[config.mk]
export PLATFORM = sky130hd
export DESIGN_NAME = crypt_stream_ctrl_flat
export DESIGN_NICKNAME = d
export VERILOG_FILES = /design/src/rtl/crypt_stream_if.sv /design/src/rtl/crypt_stream_ctrl.sv /design/src/flat_wrapper.sv
export SDC_FILE = /design/constraint.sdc
export NUM_CORES = 1
export LEC_CHECK = 0
export BUFFER_PORTS_ARGS = -buffer_cell sky130_fd_sc_hd__buf_2
export CORE_ASPECT_RATIO = 0.8
export CORE_UTILIZATION = 42
export DETAILED_ROUTE_END_ITERATION = 8
export HOLD_SLACK_MARGIN = 0.08
export PLACE_DENSITY_LB_ADDON = 0.2
export REMOVE_ABC_BUFFERS = 1
export SYNTH_ARGS = -nofsm -noshare
export SYNTH_HDL_FRONTEND = slang
export SYNTH_SLANG_ARGS = --single-unit
[constraint.sdc]
create_clock -name clk -period 1.8 [get_ports clk]
set_input_delay 0.54 -clock clk [delete_from_list [all_inputs] [get_ports clk]]
set_output_delay 0.54 -clock clk [all_outputs]
set_load 0.02 [all_outputs]
[src/rtl/crypt_stream_if.sv]
// crypt_stream_if
// Bundles every non-clock signal of crypt_stream_ctrl:
//   key load     : key_load, key_exp, key_mod -> key_err
//   byte input   : in_data, in_valid, in_last -> in_ready
//   engine side  : exp_base, exp_exponent, exp_modulo, exp_start <- exp_result, exp_done
//   block output : out_data, out_nbytes, out_last, out_valid <- out_ready
// slave  = the controller, master = whoever drives the stream and models the engine.
interface crypt_stream_if;
   logic        key_load;
   logic [31:0] key_exp;
   logic [31:0] key_mod;
   logic        key_err;
   logic [7:0]  in_data;
   logic        in_valid;
   logic        in_last;
   logic        in_ready;
   logic [31:0] exp_base;
   logic [31:0] exp_exponent;
   logic [31:0] exp_modulo;
   logic        exp_start;
   logic [31:0] exp_result;
   logic        exp_done;
   logic [31:0] out_data;
   logic [1:0]  out_nbytes;
   logic        out_last;
   logic        out_valid;
   logic        out_ready;

   modport slave (
      input  key_load, key_exp, key_mod, in_data, in_valid, in_last,
             exp_result, exp_done, out_ready,
      output key_err, in_ready, exp_base, exp_exponent, exp_modulo, exp_start,
             out_data, out_nbytes, out_last, out_valid
   );

   modport master (
      output key_load, key_exp, key_mod, in_data, in_valid, in_last,
             exp_result, exp_done, out_ready,
      input  key_err, in_ready, exp_base, exp_exponent, exp_modulo, exp_start,
             out_data, out_nbytes, out_last, out_valid
   );
endinterface

[src/rtl/crypt_stream_ctrl.sv]
// crypt_stream_ctrl
// Sequencer in front of a FastModExp engine. Packs BPB input bytes (big-endian,
// short final block right-aligned) into one block, fires one exponentiation per
// block and hands the 32-bit result out on a ready/valid port.
// Ports:
//   clk  - clock, rising edge
//   rst  - synchronous active-high reset
//   bus  - crypt_stream_if.slave (key load, byte stream, engine, result stream)
module crypt_stream_ctrl #(
   parameter int BPB = 3
) (
   input  logic           clk,
   input  logic           rst,
   crypt_stream_if.slave  bus
);

   localparam int          AW       = 8 * BPB;
   localparam logic [32:0] BLK_MAX  = (33'd1 << AW) - 33'd1;
   localparam logic [1:0]  CNT_LAST = 2'(BPB - 1);

   typedef enum logic [1:0] {COLLECT, START, WAIT, OUTPUT} state_t;

   state_t        state, state_nxt;
   logic [AW-1:0] acc;
   logic [1:0]    cnt;
   logic [1:0]    nbytes;
   logic          last_flag;
   logic [31:0]   key_exp_r;
   logic [31:0]   key_mod_r;
   logic [31:0]   out_data_r;

   logic key_err;
   logic in_ready;
   logic exp_start;
   logic out_valid;
   logic byte_take;
   logic blk_close;
   logic key_take;
   logic out_take;

   // A modulus that does not exceed the largest block value cannot hold every
   // block, so the stream is blocked until a usable key is loaded.
   assign key_err   = ({1'b0, key_mod_r} <= BLK_MAX);

   assign byte_take = bus.in_valid && in_ready;
   assign blk_close = byte_take && ((cnt == CNT_LAST) || bus.in_last);
   // Key swap only between blocks, and never in a cycle that consumes a byte.
   assign key_take  = bus.key_load && (state == COLLECT) && (cnt == 2'd0) && !byte_take;
   assign out_take  = out_valid && bus.out_ready;

   always_ff @(posedge clk) begin
      if (rst) state <= COLLECT;
      else     state <= state_nxt;
   end

   always_comb begin
      state_nxt = state;
      in_ready  = 1'b0;
      exp_start = 1'b0;
      out_valid = 1'b0;
      case (state)
         COLLECT: begin
            in_ready = !key_err;
            if (blk_close) state_nxt = START;
         end
         START: begin
            exp_start = 1'b1;
            state_nxt = WAIT;
         end
         WAIT: begin
            if (bus.exp_done) state_nxt = OUTPUT;
         end
         OUTPUT: begin
            out_valid = 1'b1;
            if (bus.out_ready) state_nxt = COLLECT;
         end
         default: state_nxt = COLLECT;
      endcase
   end

   always_ff @(posedge clk) begin
      if (rst) begin
         acc        <= '0;
         cnt        <= 2'd0;
         nbytes     <= 2'd0;
         last_flag  <= 1'b0;
         key_exp_r  <= '0;
         key_mod_r  <= '0;
         out_data_r <= '0;
      end else begin
         if (key_take) begin
            key_exp_r <= bus.key_exp;
            key_mod_r <= bus.key_mod;
         end
         if (byte_take) begin
            acc <= (acc << 8) | AW'(bus.in_data);
            cnt <= cnt + 2'd1;
         end
         if (blk_close) begin
            nbytes    <= cnt + 2'd1;
            last_flag <= bus.in_last;
         end
         // Engine completion is only meaningful while a block is in flight.
         if ((state == WAIT) && bus.exp_done)
            out_data_r <= bus.exp_result;
         if (out_take) begin
            acc <= '0;
            cnt <= 2'd0;
         end
      end
   end

   // acc is untouched from START through WAIT, so the base stays stable there.
   assign bus.exp_base     = {{(32 - AW){1'b0}}, acc};
   assign bus.exp_exponent = key_exp_r;
   assign bus.exp_modulo   = key_mod_r;
   assign bus.exp_start    = exp_start;
   assign bus.key_err      = key_err;
   assign bus.in_ready     = in_ready;
   assign bus.out_valid    = out_valid;
   assign bus.out_data     = out_data_r;
   assign bus.out_nbytes   = nbytes;
   assign bus.out_last     = last_flag;

endmodule
[src/flat_wrapper.sv]
// flat-port wrapper written by rule: the top's interface ports become plain ports
module crypt_stream_ctrl_flat 
#(
   parameter int BPB = 3
)
  (clk, rst, bus_key_load, bus_key_exp, bus_key_mod, bus_in_data, bus_in_valid, bus_in_last, bus_exp_result, bus_exp_done, bus_out_ready, bus_key_err, bus_in_ready, bus_exp_base, bus_exp_exponent, bus_exp_modulo, bus_exp_start, bus_out_data, bus_out_nbytes, bus_out_last, bus_out_valid);
  crypt_stream_if bus_i ();
  input  logic clk;
  input  logic rst;
  input wire logic [$bits(bus_i.key_load)-1:0] bus_key_load;
  input wire logic [$bits(bus_i.key_exp)-1:0] bus_key_exp;
  input wire logic [$bits(bus_i.key_mod)-1:0] bus_key_mod;
  input wire logic [$bits(bus_i.in_data)-1:0] bus_in_data;
  input wire logic [$bits(bus_i.in_valid)-1:0] bus_in_valid;
  input wire logic [$bits(bus_i.in_last)-1:0] bus_in_last;
  input wire logic [$bits(bus_i.exp_result)-1:0] bus_exp_result;
  input wire logic [$bits(bus_i.exp_done)-1:0] bus_exp_done;
  input wire logic [$bits(bus_i.out_ready)-1:0] bus_out_ready;
  output wire logic [$bits(bus_i.key_err)-1:0] bus_key_err;
  output wire logic [$bits(bus_i.in_ready)-1:0] bus_in_ready;
  output wire logic [$bits(bus_i.exp_base)-1:0] bus_exp_base;
  output wire logic [$bits(bus_i.exp_exponent)-1:0] bus_exp_exponent;
  output wire logic [$bits(bus_i.exp_modulo)-1:0] bus_exp_modulo;
  output wire logic [$bits(bus_i.exp_start)-1:0] bus_exp_start;
  output wire logic [$bits(bus_i.out_data)-1:0] bus_out_data;
  output wire logic [$bits(bus_i.out_nbytes)-1:0] bus_out_nbytes;
  output wire logic [$bits(bus_i.out_last)-1:0] bus_out_last;
  output wire logic [$bits(bus_i.out_valid)-1:0] bus_out_valid;
  assign bus_i.key_load = bus_key_load;
  assign bus_i.key_exp = bus_key_exp;
  assign bus_i.key_mod = bus_key_mod;
  assign bus_i.in_data = bus_in_data;
  assign bus_i.in_valid = bus_in_valid;
  assign bus_i.in_last = bus_in_last;
  assign bus_i.exp_result = bus_exp_result;
  assign bus_i.exp_done = bus_exp_done;
  assign bus_i.out_ready = bus_out_ready;
  assign bus_key_err = bus_i.key_err;
  assign bus_in_ready = bus_i.in_ready;
  assign bus_exp_base = bus_i.exp_base;
  assign bus_exp_exponent = bus_i.exp_exponent;
  assign bus_exp_modulo = bus_i.exp_modulo;
  assign bus_exp_start = bus_i.exp_start;
  assign bus_out_data = bus_i.out_data;
  assign bus_out_nbytes = bus_i.out_nbytes;
  assign bus_out_last = bus_i.out_last;
  assign bus_out_valid = bus_i.out_valid;
  crypt_stream_ctrl #(.BPB(BPB)) u_core (.clk(clk), .rst(rst), .bus(bus_i));
endmodule
======== Word level (Yosys, flattened, before mapping) ========
Index checks and enable logic that the tools add are counted.
Widths: inputs -> output; s select.
storage, ports and cells
  bits in registers ....................... 127
  input port bits ......................... 111
  output and inout port bits .............. 135
  word-level logic and storage cells ...... 39
operators by class
  add/sub/neg operators ................... 1
  magnitude comparators ................... 1
  eq/ne operators ......................... 7
  muxes and demuxes ....................... 7
  bitwise logic cells ..................... 1
  reductions and logical operators ........ 14
operators by type and width
  kind                  count
  $le 32x24->1 const B  1
  $or 24x8->24          1
  $pmux 2 s4            1
  $logic_and 1x1->1     7
  $eq 2x2->1 const B    3
  $mux 2                3
  $logic_not 2->1       2
  $ne 2x2->1 const B    2
  $mux 1                3
  $reduce_and 3->1      1
  $add 2x1->2 const B   1
  $eq 2x1->1 const B    1
  $logic_not 1->1       2
  $ne 2x1->1 const B    1
  $reduce_or 2->1       1
  $logic_or 1x1->1      1

======== Logic depth before layout (Yosys ltp) ========
  depth after elaboration ................. 7
  gate-level depth with buffers ........... 7
  depth with buffers taken out ............ 5

======== Worst setup path before layout ========
OpenSTA, ideal clock, no wires.
  path type ............................... reg2out
  from .................................... register u_core.key_mod_r[28] (netlist: u_core.bus.exp_modulo[28])
  to ...................................... output bus_in_ready
  arrival ................................. 1.483 ns
  required time ........................... 1.260 ns
  setup slack ............................. -0.223 ns
  stages on the path, launching flop included .. 4
  path buffers ............................ 0
  path through ............................ dfxtp_1 -> or4_4 -> nor2_1 -> nor2b_1
between the ends
  word-level cells in the longest chain between the ends .. 3
ends and longest elaborated chain
  item                    RTL line                 text
  start, declared         crypt_stream_ctrl.sv:29  logic [31:0] key_mod_r;
  start signal, assigned  crypt_stream_ctrl.sv:93  key_mod_r <= bus.key_mod;
  $le 32x24->1            crypt_stream_ctrl.sv:43  assign key_err = ({1'b0, key_mod_r} <= BLK_MAX);
  net bus_key_err         flat_wrapper.sv:19       output wire logic [$bits(bus_i.key_err)-1:0] bus_key_err;
  $logic_not 1->1         crypt_stream_ctrl.sv:63  in_ready = !key_err;
  $mux 1                  crypt_stream_ctrl.sv:61  case (state)
  end, declared           flat_wrapper.sv:20       output wire logic [$bits(bus_i.in_ready)-1:0] bus_in_ready;
The timed path passes the listed nets, and every way through them passes these cells.

======== Final worst setup path ========
  from .................................... register u_core.key_mod_r[25] (netlist: u_core.bus.exp_modulo[25])
  to ...................................... output bus_in_ready
between the ends
  word-level cells in the longest chain between the ends .. 3
ends and longest elaborated chain
  item             RTL line
  $le 32x24->1     crypt_stream_ctrl.sv:43
  $logic_not 1->1  crypt_stream_ctrl.sv:63
  $mux 1           crypt_stream_ctrl.sv:61
No other way between the ends.

==> flow_metrics.env <==
export IMPL_worstPathMaxFanout=2
export IMPL_netlist_area_um2=5370
export IMPL_crit_arrival_ns=1.59
export IMPL_ctsLongestPathBuffers=2
export IMPL_antenna_cells=0
export IMPL_cts_tree="done"
export IMPL_rsz0062_at_grt="true"
export IMPL_slew_violations=0
export IMPL_critPathKind="reg -> out"
export IMPL_ys_flop_type="dfxtp_1"
export IMPL_fin_skew_ns=0.0104
export IMPL_ant_nets=0
export IMPL_port_buffers=237
export IMPL_max_cap_viol_count=0
export IMPL_cts_buffers=17
export IMPL_pwr_share_seq_pct=31.7
export IMPL_violations="setup timing"
export IMPL_dr_pass1_iters=5
export IMPL_die_x_um=128
export IMPL_yosys_warnings=0
export IMPL_pin_count=246
export IMPL_grtUsageTotal_pct=20.0
export IMPL_drive_above_1_share_pct=38.4
export IMPL_nets=959
export IMPL_worstSetupEndpointType="primary output"
export IMPL_start_util_pct=43.7
export IMPL_place_gp_congestion=0.737
export IMPL_cp_start_kind="flop"
export IMPL_antenna_found_initial=0
export IMPL_fin_crit_sh_pct=119
export IMPL_grt_overflow_total=0
export IMPL_syn_area_per_cell_um2=9.18
export IMPL_p_sw_w=0.00395
export IMPL_synth_seq_cells=127
export IMPL_dp_cells=974
export IMPL_htree_levels=4
export IMPL_outcome="finished, violations left"
export IMPL_synthCells=585
export IMPL_cts_sinks=127
export IMPL_core_area_um2=12300
export IMPL_initialDrtViolationCount=155
export IMPL_vias=4739
export IMPL_worst_slack_ns=-0.334
export IMPL_hold_path_class="in -> reg"
export IMPL_grt_pass1_vias=4324
export IMPL_synth_cell_types=30
export IMPL_viasPerCell=4.64
export IMPL_clkPwrFrac_pct=26.4
export IMPL_ys_seq_area_share_pct=47.4
export IMPL_cts_hold_buf=0
export IMPL_grt_start_max_net_pins=67
export IMPL_wirelength_mm=13.6
export IMPL_setup_violations=95
export IMPL_fmax_mhz=469
export IMPL_holdWs_ns=0.368
export IMPL_root_buffer="clkbuf_16"
export IMPL_crit_required_ns=1.26
export IMPL_wl_per_cell_um=13.3
export IMPL_clkTransAtPathRegs_ns=0.05
export IMPL_clk_latency_ns=0.42
export IMPL_drc=0
export IMPL_finalNonFillerCells=1022
export IMPL_post_route_min_period_ns=2.13
export IMPL_report_final_hold_viol_count=0
export IMPL_dieArea_um2=13200
export IMPL_comb_power_share_pct=42.0
export IMPL_layout_common_cells="236 x buf_2, 130 x nand2b_1, 125 x dfxtp_1"
export IMPL_async_flop_share_pct=0
export IMPL_rows=36
export IMPL_final_common_cell="buf_2"
export IMPL_area_delta_synth_final_pct=42.3
export IMPL_p_total_w=0.0117
export IMPL_chipHeight_um=103
export IMPL_swShare_pct=33.7
export IMPL_internal_power_w=0.00775
export IMPL_hpwl_mm=9.33
export IMPL_ir_drop_v=0.000702
export IMPL_synth_edf_count=0
export IMPL_p_per_area_nw_per_um2=1530
export IMPL_grt_pass1_wl_mm=20.3
export IMPL_power_leakage_nw=3.50
power groups by stage:
| stage | combinational [W] | sequential, W | clock (W) |
|---|---|---|---|
| after floorplan | 0.00170 | 0.00435 | 0 |
| after global placement | 0.00375 | 0.00372 | 0 |
| after detailed placement | 0.00382 | 0.00374 | 0 |
| after CTS | 0.00462 | 0.00370 | 0.00315 |
| after global routing | 0.00525 | 0.00378 | 0.00329 |
| final | 0.00491 | 0.00371 | 0.00308 |
worst paths after layout:
check | startpoint | end | slack (ns) | cells past startpoint
max | u_core.bus.exp_modulo[25] | bus_in_ready | -0.33 | 4
min reg2reg | u_core.bus.out_data[31] | u_core.bus.out_data[31] | 0.45 | 2
max reg2reg | u_core.bus.exp_modulo[25] | u_core.cnt[1] | -0.31 | 8
min | bus_exp_result[29] | u_core.bus.out_data[29] | 0.37 | 3
cell type report:
type                            instances  area [µm²]
Inverter                                7        26.3
Multi-Input combinational cell        409        2560
Sequential cell                       127        2540
Clock inverter                          7        65.1
Fill cell                            1028        4650
Tap cell                              171         214
Clock buffer                           22         464
Timing Repair Buffer                  279        1770
worst max-delay path: stages, from the launching register on:
cell and delay (ns):
dfxtp_2 0.32, or4_4 0.55, nor2_4 0.12, nor2b_1 0.05
buf_2 0.15
state kept, by name, indices dropped and copies added, names as in the netlist:
register	flops
u_core.bus.exp_exponent	32
u_core.bus.exp_modulo	32
u_core.bus.out_data	32
u_core.acc	24
u_core.bus.out_nbytes	2
u_core.cnt	2
u_core.state	2
u_core.bus.out_last	1
what timing repair did:
item / 4_1_cts / 5_1_grt
setup buffers: 8 / 5
gates resized for setup: 19 / 23
pin swaps: 12 / 12
endpoints found under the hold margin: 0 / 0
gates cloned: 5 / 3
endpoints found under the setup margin: 58 / 95
routing by layer:
layer	vias to the layer above	part of all wire, %	track usage [%]
met2	183	47	32.1
li1	2393	-	-
met5	-	0	0
met1	2146	42	22.7
met4	0	1.6	8.69
met3	17	10	9.86
metrics by stage:
step	setup TNS [ns]	util, %	instance area, µm²	setup WS [ns]
after floorplan	-43.33	-	5050	-0.598
after detailed placement	-0.751	54.4	6690	-0.0519
after global routing	-26.31	62.1	7640	-0.387
after global placement	0	54.4	6690	0.0148
after CTS	-14.29	60.9	7490	-0.358
final	-19.28	62.1	7640	-0.334
synth_stat cells (all sizes together) (2+ instances only):
library cell / n / area (µm²)
dfxtp: 127 / 2540
or4: 2 / 22.5
inv: 7 / 26.3
o21ai: 4 / 20.0
buf: 21 / 235
mux2i: 66 / 661
nand2b: 130 / 813
a21oi: 60 / 300
clkbuf: 28 / 105
ha: 7 / 87.6
nor2: 3 / 11.3
nand2: 116 / 435
kinds of logic (layout without fill, tap and decap cells):
| family | count (synthesis) | in the layout | share of synthesized area, % |
|---|---|---|---|
| AND/OR/NAND/NOR | 257 | 257 | 24.7 |
| multiplexers | 66 | 66 | 12.3 |
| AO/OA/AOI/OAI | 70 | 70 | 6.92 |
| XOR/XNOR | 1 | 1 | 0.163 |
| buffers and inverters | 56 | 315 | 6.83 |
| adder cells (fa/ha/maj) | 7 | 7 | 1.63 |
| other | 1 | 8 | 0.0698 |
| flip-flops | 127 | 127 | 47.4 |
Power figures use the tool's default switching activity.
